### src/rtl/mlp_pkg.sv
// rtl/mlp_pkg.sv - sizing functions and state encoding shared by the MLP sequencer
package mlp_pkg;

  typedef enum logic [2:0] {IDLE, L1, L2, DRAIN, DONE} state_t;

  function automatic int max2(input int a, input int b);
    return (a > b) ? a : b;
  endfunction

  function automatic int clog2_min1(input int v);
    return (v > 1) ? $clog2(v) : 1;
  endfunction

  function automatic int l2_base_f(input int input_num, input int neuron_num);
    return neuron_num * (input_num + 1);
  endfunction

  function automatic int depth_f(input int input_num, input int neuron_num, input int output_num);
    return l2_base_f(input_num, neuron_num) + output_num * (neuron_num + 1);
  endfunction

  function automatic int idx_w_f(input int input_num, input int neuron_num, input int output_num);
    return clog2_min1(max2(max2(input_num, neuron_num), output_num));
  endfunction

  // Term counter must reach fan-in itself (the bias slot), hence the +1.
  function automatic int term_w_f(input int input_num, input int neuron_num);
    return clog2_min1(max2(input_num, neuron_num) + 1);
  endfunction

endpackage

### src/rtl/mlp_term_cnt.sv
// rtl/mlp_term_cnt.sv - nested term/neuron counter with programmable fan-in and neuron count
module mlp_term_cnt #(
  parameter int TERM_W = 4,
  parameter int IDX_W  = 3
) (
  input  logic              clk,
  input  logic              arstb,
  input  logic              clr,
  input  logic              adv,
  input  logic [TERM_W-1:0] fan_in,
  input  logic [IDX_W-1:0]  last_idx,
  output logic [TERM_W-1:0] term,
  output logic [IDX_W-1:0]  idx,
  output logic              first,
  output logic              last_term,
  output logic              last_all
);

  assign first     = (term == '0);
  assign last_term = (term == fan_in);
  assign last_all  = last_term && (idx == last_idx);

  // Wrapping on last_all leaves the counter at (0,0), ready for the next layer.
  always_ff @(posedge clk) begin
    if (!arstb || clr) begin
      term <= '0;
      idx  <= '0;
    end else if (adv) begin
      if (last_term) begin
        term <= '0;
        idx  <= last_all ? '0 : idx + 1'b1;
      end else begin
        term <= term + 1'b1;
      end
    end
  end

endmodule

### src/rtl/mlp_seq_ctrl.sv
// rtl/mlp_seq_ctrl.sv - MLP inference sequencer and weight-memory port arbiter
module mlp_seq_ctrl
  import mlp_pkg::*;
#(
  parameter int   INPUT_NUM  = 5,
  parameter int   NEURON_NUM = 8,
  parameter int   OUTPUT_NUM = 4,
  localparam int  L2_BASE    = l2_base_f(INPUT_NUM, NEURON_NUM),
  localparam int  DEPTH      = depth_f(INPUT_NUM, NEURON_NUM, OUTPUT_NUM),
  localparam int  ADDR_W     = clog2_min1(DEPTH),
  localparam int  IDX_W      = idx_w_f(INPUT_NUM, NEURON_NUM, OUTPUT_NUM)
) (
  input  logic              clk,
  input  logic              arstb,
  input  logic              start,
  input  logic              wr_req,
  input  logic [ADDR_W-1:0] wr_addr,
  output logic              wr_ready,
  output logic              wr_err,
  output logic              mem_re,
  output logic              mem_we,
  output logic [ADDR_W-1:0] mem_addr,
  output logic              mac_en,
  output logic              mac_clr,
  output logic              src_sel,
  output logic [IDX_W-1:0]  src_idx,
  output logic              bias_term,
  output logic              res_we,
  output logic              res_layer,
  output logic [IDX_W-1:0]  res_idx,
  output logic              busy,
  output logic              done
);

  localparam int TERM_W = term_w_f(INPUT_NUM, NEURON_NUM);
  localparam logic [ADDR_W:0] DEPTH_V = (ADDR_W+1)'(DEPTH);

  state_t              state;
  logic                start_pend;
  logic                drain_cnt;
  logic                issuing;
  logic                in_l2;
  logic                wr_ok;
  logic [TERM_W-1:0]   fan_in;
  logic [IDX_W-1:0]    last_idx;
  logic [TERM_W-1:0]   term;
  logic [IDX_W-1:0]    nidx;
  logic                first;
  logic                last_term;
  logic                last_all;
  logic [ADDR_W-1:0]   issue_addr;
  logic                d1_last;
  logic                d1_layer;
  logic [IDX_W-1:0]    d1_idx;

  assign issuing  = (state == L1) || (state == L2);
  assign in_l2    = (state == L2);
  assign fan_in   = in_l2 ? TERM_W'(NEURON_NUM) : TERM_W'(INPUT_NUM);
  assign last_idx = in_l2 ? IDX_W'(OUTPUT_NUM - 1) : IDX_W'(NEURON_NUM - 1);

  mlp_term_cnt #(
    .TERM_W (TERM_W),
    .IDX_W  (IDX_W)
  ) u_term_cnt (
    .clk       (clk),
    .arstb     (arstb),
    .clr       (!issuing),
    .adv       (issuing),
    .fan_in    (fan_in),
    .last_idx  (last_idx),
    .term      (term),
    .idx       (nidx),
    .first     (first),
    .last_term (last_term),
    .last_all  (last_all)
  );

  assign issue_addr = in_l2
    ? ADDR_W'(L2_BASE) + ADDR_W'(nidx) * ADDR_W'(NEURON_NUM + 1) + ADDR_W'(term)
    : ADDR_W'(nidx) * ADDR_W'(INPUT_NUM + 1) + ADDR_W'(term);

  // The configuration writer owns the memory port only while idle.
  assign wr_ready = (state == IDLE) && arstb;
  assign wr_ok    = wr_req && wr_ready;
  assign mem_we   = wr_ok && ({1'b0, wr_addr} < DEPTH_V);
  assign mem_re   = issuing;
  assign mem_addr = (state == IDLE) ? wr_addr : issue_addr;
  assign busy     = issuing || (state == DRAIN);
  assign done     = (state == DONE);

  always_ff @(posedge clk) begin
    if (!arstb) begin
      state      <= IDLE;
      start_pend <= 1'b0;
      drain_cnt  <= 1'b0;
      wr_err     <= 1'b0;
      mac_en     <= 1'b0;
      mac_clr    <= 1'b0;
      src_sel    <= 1'b0;
      src_idx    <= '0;
      bias_term  <= 1'b0;
      d1_last    <= 1'b0;
      d1_layer   <= 1'b0;
      d1_idx     <= '0;
      res_we     <= 1'b0;
      res_layer  <= 1'b0;
      res_idx    <= '0;
    end else begin
      wr_err    <= wr_ok && !mem_we;

      // Stage 1 lines up with read data; stage 2 with the updated accumulator.
      mac_en    <= issuing;
      mac_clr   <= issuing && first;
      src_sel   <= in_l2;
      src_idx   <= term[IDX_W-1:0];
      bias_term <= issuing && last_term;
      d1_last   <= issuing && last_term;
      d1_layer  <= in_l2;
      d1_idx    <= nidx;
      res_we    <= d1_last;
      res_layer <= d1_layer;
      res_idx   <= d1_idx;

      case (state)
        IDLE: begin
          if (wr_req) begin
            if (start) start_pend <= 1'b1;
          end else if (start || start_pend) begin
            state      <= L1;
            start_pend <= 1'b0;
          end
        end
        L1: begin
          if (last_all) state <= L2;
        end
        L2: begin
          if (last_all) begin
            state     <= DRAIN;
            drain_cnt <= 1'b0;
          end
        end
        DRAIN: begin
          if (drain_cnt) state <= DONE;
          else drain_cnt <= 1'b1;
        end
        DONE: begin
          state <= IDLE;
        end
        default: begin
          state <= IDLE;
        end
      endcase
    end
  end

endmodule

### config.mk
export PLATFORM = sky130hd
export DESIGN_NAME = mlp_seq_ctrl
export DESIGN_NICKNAME = d
export VERILOG_FILES = /design/src/rtl/mlp_pkg.sv /design/src/rtl/mlp_term_cnt.sv /design/src/rtl/mlp_seq_ctrl.sv
export SDC_FILE = /design/constraint.sdc
export NUM_CORES = 1
export LEC_CHECK = 0
export CORE_MARGIN = 1.5
export CORE_UTILIZATION = 47
export CTS_BUF_LIST = sky130_fd_sc_hd__clkbuf_4 sky130_fd_sc_hd__clkbuf_8
export DETAILED_ROUTE_END_ITERATION = 16
export GPL_ROUTABILITY_DRIVEN = 0
export GPL_TIMING_DRIVEN = 0
export PLACE_DENSITY = 0.78
export SYNTH_ARGS = -nofsm -noshare
export SYNTH_HDL_FRONTEND = slang
export SYNTH_SLANG_ARGS = --single-unit
### constraint.sdc
create_clock -name clk -period 2.7 [get_ports clk]
set_clock_uncertainty 0.2 [all_clocks]
set_input_delay 0.54 -clock clk [delete_from_list [all_inputs] [get_ports clk]]
set_output_delay 0.54 -clock clk [all_outputs]
set_load 0.02 [all_outputs]
# Word-level counts from Yosys, hierarchy flattened
# Index checks and enable logic that the tools add are counted.
[word_totals] regBits=28 elab_cells=74 output_inout_bits=25 inputBits=11
[classes] add_sub_neg=5 n_reduce_logical=22 mul=2 mux=17 eq_ne=12 n_lt_le_gt_ge=1
[op_table] operator="3-bit 2-to-1 mux" count=7
[op_table] operator="7-bit 2-to-1 mux" count=2
[op_table] operator="3-bit one-hot mux with 4 select lines" count=1
[op_table] operator="4-bit 2-to-1 mux" count=2
[op_table] operator="6-bit by 4-bit adder with 7-bit output" count=1
[op_table] operator="6-bit by 7-bit adder with 7-bit output (first input constant)" count=1
[op_table] operator="7-bit by 4-bit adder with 7-bit output" count=1
[op_table] operator="1-bit logical AND" count=7
[op_table] operator="7-bit less-than comparator (second input constant)" count=1
[op_table] operator="3-bit by 4-bit multiplier with 7-bit output (second input constant)" count=1
[op_table] operator="3-bit by 2-bit equality test with 1-bit output (second input constant)" count=2
[op_table] operator="2-bit by 1-bit inequality test with 1-bit output (second input constant)" count=3
[op_table] operator="2-bit inequality test (second input constant)" count=3
[op_table] operator="3-bit by 2-bit multiplier with 5-bit output (second input constant)" count=1
[op_table] operator="5-bit AND reduction" count=1
[op_table] operator="4-bit by 1-bit adder with 4-bit output (second input constant)" count=1
[op_table] operator="4-bit equality test" count=1
[op_table] operator="4-bit logical NOT" count=1
[op_table] operator="1-bit logical OR" count=4
[op_table] operator="1-bit 2-to-1 mux" count=4
[op_table] operator="2-bit AND reduction" count=2
[op_table] operator="2-bit nonzero test" count=2
[op_table] operator="3-bit by 1-bit adder with 3-bit output (second input constant)" count=1
[op_table] operator="3-bit by 1-bit equality test with 1-bit output (second input constant)" count=1
[op_table] operator="other kinds (6)" count=8

# Logic depth before layout (Yosys ltp)
[logic_depth] word_depth=6 mapped_depth=9

# By module
# Synthesis repeated with hierarchy kept, for this count alone.
[unflattened] cells_unflattened=203 hier_area_um2=1793.0
[modules_own_cells] module="mlp_seq_ctrl" cells_per_inst=154 n_inst=1 seq_area_each_um2=420.4 area_per_inst_um2=1352.5
[modules_own_cells] module="mlp_term_cnt" cells_per_inst=49 n_inst=1 seq_area_each_um2=140.1 area_per_inst_um2=440.4

# Worst setup path before layout
# OpenSTA, ideal clock, no wires.
[synth_path] path_type="register -> output" startpoint="register u_term_cnt.idx[1]" endpoint="output mem_addr[4]" arrival_ps=2214 path_stages_with_launch=9 t_required_ps=1960 path_buffers=0 path_slack_ps=-254 path_cell_list="dfxtp_1 -> ha_1 -> fa_1 -> ha_1 -> a21oi_1 -> nand2_1 -> xor2_1 -> o21ai_0 -> a21oi_1"
[synth_via] elab_chain_len=5
[synth_lines] item="start: declaration" line="mlp_term_cnt.sv:13" rtl="output logic [IDX_W-1:0] idx,"
[synth_lines] item="start signal: assignment" line="mlp_term_cnt.sv:31" rtl="idx <= last_all ? '0 : idx + 1'b1;"
[synth_lines] item="3-bit by 4-bit multiplier with 7-bit output" line="mlp_seq_ctrl.sv:79" rtl="? ADDR_W'(L2_BASE) + ADDR_W'(nidx) * ADDR_W'(NEURON_NUM + 1) + ADDR_W'(term)"
[synth_lines] item="6-bit by 7-bit adder with 7-bit output" line="mlp_seq_ctrl.sv:79"
[synth_lines] item="7-bit by 4-bit adder with 7-bit output" line="mlp_seq_ctrl.sv:79"
[synth_lines] item="7-bit 2-to-1 mux (*)" line="mlp_seq_ctrl.sv:79"
[synth_lines] item="7-bit 2-to-1 mux (*)" line="mlp_seq_ctrl.sv:87" rtl="assign mem_addr = (state == IDLE) ? wr_addr : issue_addr;"
[synth_lines] item="end: declaration" line="mlp_seq_ctrl.sv:22" rtl="output logic [ADDR_W-1:0] mem_addr,"
# Every way passes the cells marked *; elsewhere a longest branch is shown, timed or not.

# Worst setup path after layout
# Ends and elaborated chain as after synthesis.

==> results by stage <==
Synth:
- Counting flops with a built-in enable in the synthesized netlist gives 0.
- The library cell with the highest instance count after synthesis is dfxtp_1.
- The count of distinct cell types in the synthesized netlist is 38.
- Yosys printed 0 warnings.
- The post-synthesis sequential area ratio is 33.9%.
- The number of synthesized register bits is 28.
- Summed over its instances, the top area cell type makes up 33.9% of the synthesized netlist area.
- By area the synthesized netlist is led by dfxtp_1, ha_1, and2_1, a21oi_1, nor2_1.
- The average size of a mapped cell is 8.89 um^2.
- The number of nets in the synthesized netlist is 217.
- By count the netlist is led by dfxtp_1, nor2_1, ha_1, a21oi_1.
- After synthesis, the share of flip-flops with an asynchronous set or reset is 0%.
- The most used flip-flop cell after synthesis is dfxtp_1.
- The post-synthesis cell type with the largest combined area is dfxtp_1.
- The cell area after synthesis is 1650 um^2.
- The post-synthesis instance total is 186.

Pwr:
- Across the VDD grid, the largest voltage drop is 312 uV.
- For this design the static power due to leakage is 1.02 nW.
- Power spread over the standard cell area amounts to 608 nW/um^2.

Global route:
- The overall track demand over capacity in global routing is 20.5%.
- Entering global routing, the biggest net connects 17 pins.
- met2 is the most crowded layer.
- Global routing used 36.3% of the available met2 tracks.
- The routing usage on met1 is 25.2%.
- The number of antenna violations at the first check in global routing is 0.
- The remaining global-route overflow is 0.
- The met3 global-route usage is 3.08%.
- The first global-routing pass estimated 6410 um of wire.
- The number of global-route vias before repair is 1375.

Route:
- The wire length per cell after detailed routing is 13.6 um.
- After detailed routing, the total wire length is 3830 um.
- The number of nets still failing antenna checks after routing is 0.
- The first detailed-routing pass took 4 iterations.
- The DRC violation count after routing is 0.
- The total vias in the final route is 1453.
- In this run, the number of DRC markers left after iteration 0 of detailed routing was 50.
- The vias per cell is 5.15.

Clock network:
- The source-to-sink clock delay at the later pin of the worst-skew pair is 0.33 ns.
- The maximum clock insertion buffer count is 2.
- The number of H-tree levels is 1.
- TritonCTS built the clock tree.
- Buffers inserted during clock tree synthesis total 3.
- The count of clock tree sinks is 28.
- The cell at the root of the clock tree is clkbuf_4.
- After clock tree synthesis, the clock-pin slew on the worst setup and hold paths is 0.15 ns.

Timing:
- The setup-violating endpoint count in the final report is 5.
- Dividing the final minimum period by the clock period gives 118%.
- The maximum clock rate is 315 MHz.
- In the post-route analysis, the smallest setup slack over all paths is -0.476 ns.
- In this run the tightest slew margin relative to its limit is 65.7%.
- The shortest period the worst path allows is 3.18 ns.
- The transition at the pin with the smallest max-transition slack is 0.505 ns.
- The number of max-slew violations in the final report is 0.
- Setup repair after global routing could not meet its margin everywhere.
- The final hold violation count was 0.

Finish:
- The count of cells in the finished layout, fillers not included, comes to 282.
- 0 antenna diodes ended up in the layout.
- The layout-stage area growth over the synthesis result is 46.4%.
- The final layout contains 268 nets.
- For this run, the share of the core covered by cells in the final layout is 71.9%.
- The fraction of final layout cells sized beyond drive strength 1 is 28.0%.

Floorplan:
- The number of I/O pins is 36.
- The die height is 62.3 um.
- Once the floorplan was initialized, standard cells occupied 49.1% of the core.
- The area of the core is 3360 um^2.
- In this run the core area contains 21 standard-cell rows.
- The die extent in x is 62.3 um.
- The full die area is 3880 um^2.

Worst setup path:
- The launching element type of the critical path is a flip-flop.
- By startpoint and endpoint, the worst setup path is classified as flip-flop to output pin.
- The data required time at the worst endpoint is 1.96 ns.
- At the worst endpoint, the arrival time is 2.44 ns.
- STA classifies the critical path endpoint as an output pin.
- Along the worst path, the maximum fanout reaches 5.

Run status:
- The checks that failed: setup timing.
- The run finished, with violations left.

Placed design:
- The number of placed instances, taps included is 267.
- Once detailed placement completed, the half-perimeter wirelength came to 2520 um.
- The number of port buffers is 35.

Run:
- Across the run, the number of max-cap violations was 0.

Hold path:
- The min-delay analysis places its worst path in the category flip-flop to flip-flop.
-- timing repair --
| action | CTS | global route |
|---|---|---|
| pin swaps | 14 | 11 |
| hold buffers | 0 | 0 |
| setup buffers | 10 | 1 |
| setup endpoints to repair | 10 | 10 |
| gates resized for setup | 55 | 22 |
-- area by class of cell --
type	count	area, um^2
buffer	7	46.3
clock buffer	3	22.5
clock inverter	1	30.0
fill	273	943
inverter	12	47.5
multi-input combinational	139	1180
sequential	28	584
tap	46	57.6
timing repair buffer	46	450
-- report_power, final --
part / switching [mW] / internal [mW] / total, mW
sequential: 0.0228 / 0.443 / 0.466
clock: 0.123 / 0.150 / 0.273
combinational: 0.409 / 0.323 / 0.731
-- kinds of logic (layout without fill, tap and decap cells) --
logic type | Yosys count | after routing | share of synthesized area [%]
buffers and inverters | 19 | 69 | 5.22
XOR/XNOR | 11 | 11 | 5.83
multiplexers | 5 | 5 | 3.26
adder cells (fa/ha/maj) | 20 | 20 | 16.5
flip-flops | 28 | 28 | 33.9
AO/OA/AOI/OAI | 32 | 32 | 12.0
AND/OR/NAND/NOR | 71 | 71 | 23.2
-- worst paths after layout --
| kind | from | end | slack (ns) | depth (start not counted) |
|---|---|---|---|---|
| worst min register to register | d1_idx[0] | res_idx[0] | 0.25 | 1 |
| worst min-delay path | d1_idx[0] | res_idx[0] | 0.25 | 1 |
| worst max-delay path | u_term_cnt.idx[1] | mem_addr[4] | -0.48 | 9 |
| worst max register to register | state[1] | state[0] | 0.45 | 6 |
-- cells in the final DEF (no fill, tap or decap), drive strengths merged, types with 5 or more instances in the layout --
| cell type | count |
|---|---|
| dfxtp | 28 |
| clkdlybuf4s50 | 25 |
| nor2 | 21 |
| buf | 19 |
| ha | 17 |
| a21oi | 16 |
| and2 | 14 |
| nand2 | 13 |
| inv | 12 |
| clkbuf | 8 |
| xor2 | 6 |
| o21ai | 6 |
| xnor2 | 5 |
| mux2i | 5 |
-- state kept, by name, summed over array words and instances, names as in the netlist --
register,count
u_term_cnt.term,4
d1_idx,3
res_idx,3
src_idx,3
state,3
u_term_cnt.idx,3
d1_last,1
d1_layer,1
drain_cnt,1
mac_clr,1
mac_en,1
res_layer,1
res_we,1
start_pend,1
wr_err,1
-- per-stage QoR --
step,instance area (um^2),hold WS [ns],power [mW],TNS (ns),setup WS (ns)
after floorplan,1680,0.212,0.921,0,0.0177
after global placement,2090,0.214,1.19,-2.84,-0.607
after detailed placement,2090,0.220,1.20,-2.92,-0.618
after CTS,2350,0.252,1.44,-2.23,-0.479
after global routing,2420,0.243,1.55,-2.44,-0.616
final,2420,0.246,1.47,-1.86,-0.476
-- worst max-delay path, cell delays in order, from the launching register on --
cell and delay (ns):
dfxtp_4 0.40, buf_12 0.13, fa_2 0.60, ha_4 0.21
a21oi_1 0.13, nand2_1 0.09, xor2_1 0.14, o21ai_1 0.18
a21oi_2 0.04, buf_2 0.17
-- routing by layer --
layer	up-vias	share of wire, %
li1	736	-
met1	672	45
met2	41	50
met3	4	3.9
met4	0	0.71
met5	-	0
No activity file was read; power rests on OpenSTA's default activity.
